### config.mk
export PLATFORM = sky130hd
export DESIGN_NAME = qspi_line_fill
export DESIGN_NICKNAME = d
export VERILOG_FILES = /design/src/rtl/qspi_line_fill_pkg.sv /design/src/rtl/qspi_nib_line.sv /design/src/rtl/qspi_line_fill.sv
export SDC_FILE = /design/constraint.sdc
export NUM_CORES = 1
export LEC_CHECK = 0
export ABC_AREA = 1
export CORE_ASPECT_RATIO = 1.5
export CORE_MARGIN = 4
export CORE_UTILIZATION = 47
export DETAILED_ROUTE_END_ITERATION = 10
export GPL_TIMING_DRIVEN = 0
export HOLD_SLACK_MARGIN = 0.02
export PLACE_DENSITY_LB_ADDON = 0.1
export REMOVE_ABC_BUFFERS = 1
export SLEW_MARGIN = 20
export SYNTH_ARGS = -nofsm -noshare
export SYNTH_HDL_FRONTEND = slang
export SYNTH_SLANG_ARGS = --single-unit
### constraint.sdc
create_clock -name clk -period 5.8 [get_ports clk]
set_input_delay 0.87 -clock clk [delete_from_list [all_inputs] [get_ports clk]]
set_output_delay 0.87 -clock clk [all_outputs]
set_load 0.02 [all_outputs]
### src/rtl/qspi_line_fill_pkg.sv
// qspi_line_fill_pkg
// Definitions shared by the line-fill front end and the QSPI controller:
// default line geometry, the arbiter/transfer state encoding, and the
// nibble-to-bit mapping of a cache line.
// A line is carried as LINE_LENGTH bytes with byte 0 in bits 7:0. Each byte
// travels high nibble first. Nibble k therefore belongs to byte k/2 and sits
// in the upper half of that byte when k is even.
package qspi_line_fill_pkg;

  localparam int LINE_LENGTH_DEF = 4;
  localparam int PA_DEF          = 24;

  localparam int NIB_W      = 4;
  localparam int NIB_HI_OFS = 4;   // bit offset of the high nibble inside a byte
  localparam int NIB_LO_OFS = 0;   // bit offset of the low nibble inside a byte

  // Value of last_grant: the most recent dual-request winner.
  localparam logic GRANT_I = 1'b1;
  localparam logic GRANT_D = 1'b0;

  typedef enum logic [1:0] {
    IDLE = 2'd0,
    REQ  = 2'd1,
    XFER = 2'd2,
    ACK  = 2'd3
  } state_t;

  // LSB position of nibble k within the line vector.
  function automatic int nib_lsb(input int k);
    return (k / 2) * 8 + (((k % 2) == 0) ? NIB_HI_OFS : NIB_LO_OFS);
  endfunction

endpackage

### src/rtl/qspi_nib_line.sv
// qspi_nib_line
// Cache-line register that is filled or drained one nibble at a time.
// Ports:
//   clk, reset  clock and asynchronous active-high reset (clears the line)
//   load        parallel load of load_data (takes priority over nib_we)
//   load_data   full line, byte 0 in bits 7:0
//   nib_we      write nib_wdata into the nibble selected by nib_idx
//   nib_idx     nibble index in transfer order; values >= 2*LINE_LENGTH select nothing
//   nib_wdata   nibble to write
//   line        current line contents
//   nib_rdata   nibble selected by nib_idx, 0 when out of range
import qspi_line_fill_pkg::*;

module qspi_nib_line #(
  parameter  int LINE_LENGTH = LINE_LENGTH_DEF,
  localparam int NIBS        = 2 * LINE_LENGTH,
  localparam int CW          = $clog2(2 * LINE_LENGTH + 1),
  localparam int LW          = LINE_LENGTH * 8
) (
  input  logic          clk,
  input  logic          reset,
  input  logic          load,
  input  logic [LW-1:0] load_data,
  input  logic          nib_we,
  input  logic [CW-1:0] nib_idx,
  input  logic [3:0]    nib_wdata,
  output logic [LW-1:0] line,
  output logic [3:0]    nib_rdata
);

  logic [3:0] nib_arr [NIBS];

  // One 4-bit register per nibble, placed at its position in the line.
  for (genvar gi = 0; gi < NIBS; gi++) begin : g_nib
    localparam int LSB = nib_lsb(gi);
    logic [3:0] nib_reg;

    always_ff @(posedge clk or posedge reset) begin
      if (reset) begin
        nib_reg <= '0;
      end else if (load) begin
        nib_reg <= load_data[LSB +: NIB_W];
      end else if (nib_we && (nib_idx == CW'(gi))) begin
        nib_reg <= nib_wdata;
      end
    end

    assign line[LSB +: NIB_W] = nib_reg;
    assign nib_arr[gi]        = nib_reg;
  end

  always_comb begin
    nib_rdata = '0;
    for (int i = 0; i < NIBS; i++) begin
      if (nib_idx == CW'(i)) begin
        nib_rdata = nib_arr[i];
      end
    end
  end

endmodule

### src/rtl/qspi_line_fill.sv
// qspi_line_fill
// Arbitrates icache fills and dcache fills/write-backs onto one QSPI
// controller, assembles read nibbles into a line, and serialises write-back
// lines into nibbles.
// Ports:
//   clk, reset                   clock, asynchronous active-high reset
//   ireq/iaddr/imem/iack         icache fill request (level) and ack pulse
//   dreq/dwr/daddr/dmem/dwdata   dcache request (level), dwr=1 write-back
//   dack                         dcache ack pulse
//   rdata                        filled line, held until the next grant
//   req/i_d/mem/write/paddr      registered request to the controller
//   wstrobe_i/wstrobe_d/rnib     read nibble strobes and nibble from controller
//   rstrobe_d/dwrite             controller takes dwrite on rstrobe_d
//   err                          sticky: stray or wrong-kind strobe seen
import qspi_line_fill_pkg::*;

module qspi_line_fill #(
  parameter  int LINE_LENGTH = LINE_LENGTH_DEF,
  parameter  int PA          = PA_DEF,
  localparam int LAW         = PA - $clog2(LINE_LENGTH),
  localparam int LW          = LINE_LENGTH * 8,
  localparam int CW          = $clog2(2 * LINE_LENGTH + 1)
) (
  input  logic           clk,
  input  logic           reset,
  input  logic           ireq,
  input  logic [LAW-1:0] iaddr,
  input  logic           imem,
  output logic           iack,
  input  logic           dreq,
  input  logic           dwr,
  input  logic [LAW-1:0] daddr,
  input  logic           dmem,
  input  logic [LW-1:0]  dwdata,
  output logic           dack,
  output logic [LW-1:0]  rdata,
  output logic           req,
  output logic           i_d,
  output logic           mem,
  output logic           write,
  output logic [LAW-1:0] paddr,
  input  logic           wstrobe_i,
  input  logic           wstrobe_d,
  input  logic [3:0]     rnib,
  input  logic           rstrobe_d,
  output logic [3:0]     dwrite,
  output logic           err
);

  // The strobe carrying index TERM is the controller's trailing strobe.
  localparam logic [CW-1:0] TERM = CW'(2 * LINE_LENGTH);

  state_t         state_reg, state_next;
  logic           req_reg, req_next;
  logic           i_d_reg, i_d_next;
  logic           mem_reg, mem_next;
  logic           write_reg, write_next;
  logic [LAW-1:0] paddr_reg, paddr_next;
  logic [CW-1:0]  nib_cnt_reg, nib_cnt_next;
  logic           iack_reg, iack_next;
  logic           dack_reg, dack_next;
  logic           err_reg, err_next;
  logic           last_grant_reg, last_grant_next;

  logic           line_load;
  logic           nib_we;
  logic [3:0]     nib_rdata;
  logic           grant_d;
  logic           stb_any;
  logic           stb_exp;
  logic           stb_wrong;

  qspi_nib_line #(
    .LINE_LENGTH (LINE_LENGTH)
  ) u_line (
    .clk       (clk),
    .reset     (reset),
    .load      (line_load),
    .load_data (dwdata),
    .nib_we    (nib_we),
    .nib_idx   (nib_cnt_reg),
    .nib_wdata (rnib),
    .line      (rdata),
    .nib_rdata (nib_rdata)
  );

  // dcache wins a dual request unless it won the previous one.
  assign grant_d = dreq && (!ireq || (last_grant_reg == GRANT_I));

  // Only one strobe kind belongs to the transaction in flight; anything
  // else on the strobe lines is a protocol error.
  assign stb_any   = wstrobe_i | wstrobe_d | rstrobe_d;
  assign stb_exp   = write_reg ? rstrobe_d : (i_d_reg ? wstrobe_i : wstrobe_d);
  assign stb_wrong = write_reg ? (wstrobe_i | wstrobe_d)
                               : (i_d_reg ? (wstrobe_d | rstrobe_d)
                                          : (wstrobe_i | rstrobe_d));

  always_ff @(posedge clk or posedge reset) begin
    if (reset) begin
      state_reg      <= IDLE;
      req_reg        <= 1'b0;
      i_d_reg        <= 1'b0;
      mem_reg        <= 1'b0;
      write_reg      <= 1'b0;
      paddr_reg      <= '0;
      nib_cnt_reg    <= '0;
      iack_reg       <= 1'b0;
      dack_reg       <= 1'b0;
      err_reg        <= 1'b0;
      last_grant_reg <= GRANT_I;
    end else begin
      state_reg      <= state_next;
      req_reg        <= req_next;
      i_d_reg        <= i_d_next;
      mem_reg        <= mem_next;
      write_reg      <= write_next;
      paddr_reg      <= paddr_next;
      nib_cnt_reg    <= nib_cnt_next;
      iack_reg       <= iack_next;
      dack_reg       <= dack_next;
      err_reg        <= err_next;
      last_grant_reg <= last_grant_next;
    end
  end

  always_comb begin
    state_next      = state_reg;
    req_next        = req_reg;
    i_d_next        = i_d_reg;
    mem_next        = mem_reg;
    write_next      = write_reg;
    paddr_next      = paddr_reg;
    nib_cnt_next    = nib_cnt_reg;
    iack_next       = 1'b0;
    dack_next       = 1'b0;
    err_next        = err_reg;
    last_grant_next = last_grant_reg;
    line_load       = 1'b0;
    nib_we          = 1'b0;

    case (state_reg)
      IDLE: begin
        if (stb_any) begin
          err_next = 1'b1;
        end
        if (ireq || dreq) begin
          i_d_next     = !grant_d;
          write_next   = grant_d && dwr;
          mem_next     = grant_d ? dmem : imem;
          paddr_next   = grant_d ? daddr : iaddr;
          line_load    = grant_d && dwr;
          nib_cnt_next = '0;
          req_next     = 1'b1;
          state_next   = REQ;
          if (ireq && dreq) begin
            last_grant_next = grant_d ? GRANT_D : GRANT_I;
          end
        end
      end

      REQ: begin
        if (stb_wrong) begin
          err_next = 1'b1;
        end
        // First expected strobe is nibble 0; the controller has seen req.
        if (stb_exp) begin
          req_next     = 1'b0;
          nib_we       = !write_reg;
          nib_cnt_next = nib_cnt_reg + CW'(1);
          state_next   = XFER;
        end
      end

      XFER: begin
        if (stb_wrong) begin
          err_next = 1'b1;
        end
        if (stb_exp) begin
          if (nib_cnt_reg == TERM) begin
            state_next = ACK;
            iack_next  = i_d_reg;
            dack_next  = !i_d_reg;
          end else begin
            nib_we       = !write_reg;
            nib_cnt_next = nib_cnt_reg + CW'(1);
          end
        end
      end

      ACK: begin
        if (stb_any) begin
          err_next = 1'b1;
        end
        state_next = IDLE;
      end

      default: begin
        state_next = IDLE;
      end
    endcase
  end

  assign req   = req_reg;
  assign i_d   = i_d_reg;
  assign mem   = mem_reg;
  assign write = write_reg;
  assign paddr = paddr_reg;
  assign iack  = iack_reg;
  assign dack  = dack_reg;
  assign err   = err_reg;

  // Write-back nibble for the current index; the trailing strobe carries 0.
  assign dwrite = (write_reg && ((state_reg == REQ) || (state_reg == XFER)) &&
                   (nib_cnt_reg != TERM)) ? nib_rdata : 4'h0;

endmodule

==> impl_metrics.json <==
{
  "fin_ws_ns": 2.07,
  "crit_arrival_ns": 2.86,
  "min-delay-start": "paddr[21]$_DFFE_PP0P_",
  "p_int_uw": 1710,
  "layoutNonFillerInstCount": 783,
  "dp_cells": 767,
  "synth_area_leader_cell": "dfrtp_1",
  "gp_congestion": 0.877,
  "drt-total-wl_mm": 11.4,
  "port_buffers": 154,
  "vdd_drop_max_mv": 0.297,
  "die_h_um": 119,
  "p_total_uw": 3000,
  "slew_headroom": 0.364,
  "cts_setup_buffers": 0,
  "worstSetupPathType": "flip-flop to primary output",
  "powerDensity_mw_per_mm2": 520,
  "finClkSkew_ns": 0.00380,
  "synth_ff_type": "dfrtp_1",
  "dr.pass1.iters": 4,
  "ys_ff_latch": 68,
  "tightestPinTransition_ns": 0.954,
  "ys_async_sr_fraction": 1.00,
  "final_net_count": 770,
  "p_sw_frac": 0.429,
  "pre_cts_slack_ns": 2.43,
  "area_delta_synth_final_pct": 50.2,
  "cts_tree": "yes",
  "grt.total_usage": 0.242,
  "clock_path_buffers": 2,
  "hpwlAfterDp_mm": 8.55,
  "critPathTopFamily": "simple AND/OR/NAND/NOR gates",
  "wl_per_cell_um": 14.6,
  "final.setup.tns_ns": 0,
  "seq_power_share": 0.283,
  "status": "finished, final reports clean",
  "cp_slowest_stage_delay_ns": 0.64,
  "netlist_instances": 521,
  "num_vias": 3948,
  "p_switching_uw": 1290,
  "critPathLaunchType": "flip-flop",
  "fmax_mhz": 268,
  "grt_pass1_wl_mm": 18.1,
  "crit_required_ns": 4.93,
  "seq_area_frac_synth": 0.444,
  "num_antenna_cells": 0,
  "timing.rr.start": "state_reg[1]$_DFFE_PP0P_",
  "initial_core_util": 0.479,
  "ctsHoldBuffers": 0,
  "min_period_ns": 3.73,
  "crit_path_frequent_cell": "nand2_1",
  "ioPinCount": 155,
  "setup_viol_count_final": 0,
  "p_comb_frac": 0.531,
  "grt_antenna_before_repair": 0,
  "synth_cell_type_count": 28,
  "grt_max_degree": 43,
  "post-route-drc-count": 0,
  "clkLatencyLatePin_ns": 0.34,
  "register_area_sq_mm": 0.00170,
  "grt_pass1_vias": 3864,
  "slowest_stage": "clkdlybuf4s50_1",
  "numCtsBuffers": 9,
  "synthesis.area_sq_mm": 0.00384,
  "h-tree-depth": 3,
  "die_area_sq_mm": 0.00971,
  "yosys_warnings": 0,
  "fin_crit_sh": 0.643,
  "power.share.clock": 0.186,
  "dieWidth_um": 81.8,
  "crit_start": "nib_cnt_reg[3]$_DFFE_PP0P_",
  "multi_input_area_sq_mm": 0.00180,
  "drive_gt1_frac": 0.0634,
  "num_rows": 40,
  "largest_register_ffs": 32,
  "grt.overflow.total": 0,
  "synth.top_cell.area_share": 0.437,
  "clk_pin_slew_ns": 0.05,
  "hold_path.class": "flip-flop to flip-flop",
  "core_area_sq_mm": 0.00801,
  "syn_avg_cell_area_sq_um": 7.37,
  "nFillCells": 706,
  "dr.first_iter.drc_count": 253,
  "crit_buf_inv": 2,
  "cap_viol_max_count": 0,
  "yosysMostFrequentCell": "nand2_1",
  "cp_max_fo": 16,
  "rsz0062_at_grt": "false",
  "hold_viol": 0,
  "synth_area_leaders": "dfrtp_1 44%, nand2_1 17%, o21ai_0 9.6%",
  "leakage_uw": 0.00262,
  "end_kind": "primary output",
  "crit_path_cell_trace": "nor2_2, nand2_1, inv_1, nand2_1, nand4_1, nand2_1, a21oi_1, clkdlybuf4s50_1",
  "vias_per_cell": 5.04,
  "drv_slew": 0,
  "cts_root_buf": "clkbuf_16",
  "antenna_left": 0,
  "timing.hold.ws_ns": 0.485,
  "synth_edf_count": 0,
  "clkSinkCount": 68,
  "ctsResizeCount": 0,
  "yosys-top-cells-count": "171 x nand2_1, 74 x o21ai_0, 67 x dfrtp_1"
}
[cell usage in the layout, fill, tap and decap left out, types with 4 or more instances in the layout]
| master | count |
|---|---|
| dfrtp_1 | 67 |
| a21oi_1 | 12 |
| o21ai_0 | 74 |
| inv_1 | 63 |
| clkdlybuf4s50_1 | 154 |
| inv_2 | 5 |
| o21ai_1 | 16 |
| nor2_2 | 4 |
| clkbuf_16 | 9 |
| nand4_1 | 4 |
| nand2_1 | 171 |
| nand3_1 | 27 |
| o21ai_4 | 8 |
| nor2_1 | 35 |
| ha_1 | 7 |
[power groups by stage]
stage / clock network, uW / registers, uW / logic [uW]
after detailed placement: 0 / 851 / 1600
final: 558 / 849 / 1590
after global routing: 586 / 881 / 1740
after floorplan: 0 / 1080 / 666
after global placement: 0 / 846 / 1560
after CTS: 565 / 848 / 1600
[cells by family (layout without fill, tap and decap cells)]
family / count (synthesis) / after routing / synth area share
xor+xnor: 1 / 1 / 0.00228
fa+ha+maj: 7 / 7 / 0.0228
flops: 68 / 68 / 0.444
simple gates: 247 / 247 / 0.268
compound gates: 115 / 115 / 0.177
buf+inv: 83 / 240 / 0.0864
[through the flow]
stage               cell area [sq um]   util
floorplan                        3770      -
global placement                 5440  0.679
detailed placement               5460  0.682
CTS                              5770  0.720
global route                     5770  0.720
finish                           5770  0.720
[area by class of cell]
class	instances	share of cell area
Timing Repair Buffer	155	0.271
Tap cell	105	0.0228
Inverter	69	0.0454
Multi-Input combinational cell	370	0.313
Clock inverter	4	0.00825
Clock buffer	12	0.0445
Sequential cell	68	0.295
[final timing paths]
| check | to | slack, ns | cells after the start |
|---|---|---|---|
| max | dwrite[1] | 2.07 | 8 |
| min | paddr[21]$_DFFE_PP0P_ | 0.49 | 2 |
| max reg2reg | paddr[20]$_DFFE_PP0P_ | 3.19 | 7 |
| min reg2reg | paddr[21]$_DFFE_PP0P_ | 0.49 | 2 |
| max in group asynchronous | nib_cnt_reg[3]$_DFFE_PP0P_ | 4.39 | 3 |
| min in group asynchronous | paddr[15]$_DFFE_PP0P_ | 0.87 | 2 |
[worst reg2reg max path: cells and delay by family, from the launching register on]
family                     cells  cell delay (ns)
AOI/OAI and AO/OA              2             0.81
adders and majority gates      1             0.23
buffers and inverters          3             0.86
and+or+nand+nor                1             0.20
DFF                            1             0.38
[per-layer routing]
metal / up-vias / global-route usage / wire (um)
li1: 1967 / - / -
met1: 1815 / 0.260 / 4240
met2: 141 / 0.429 / 5940
met3: 25 / 0.0701 / 917
met4: 0 / 0.0967 / 321
met5: - / 0 / 0
(Power assumes the default switching activity.)
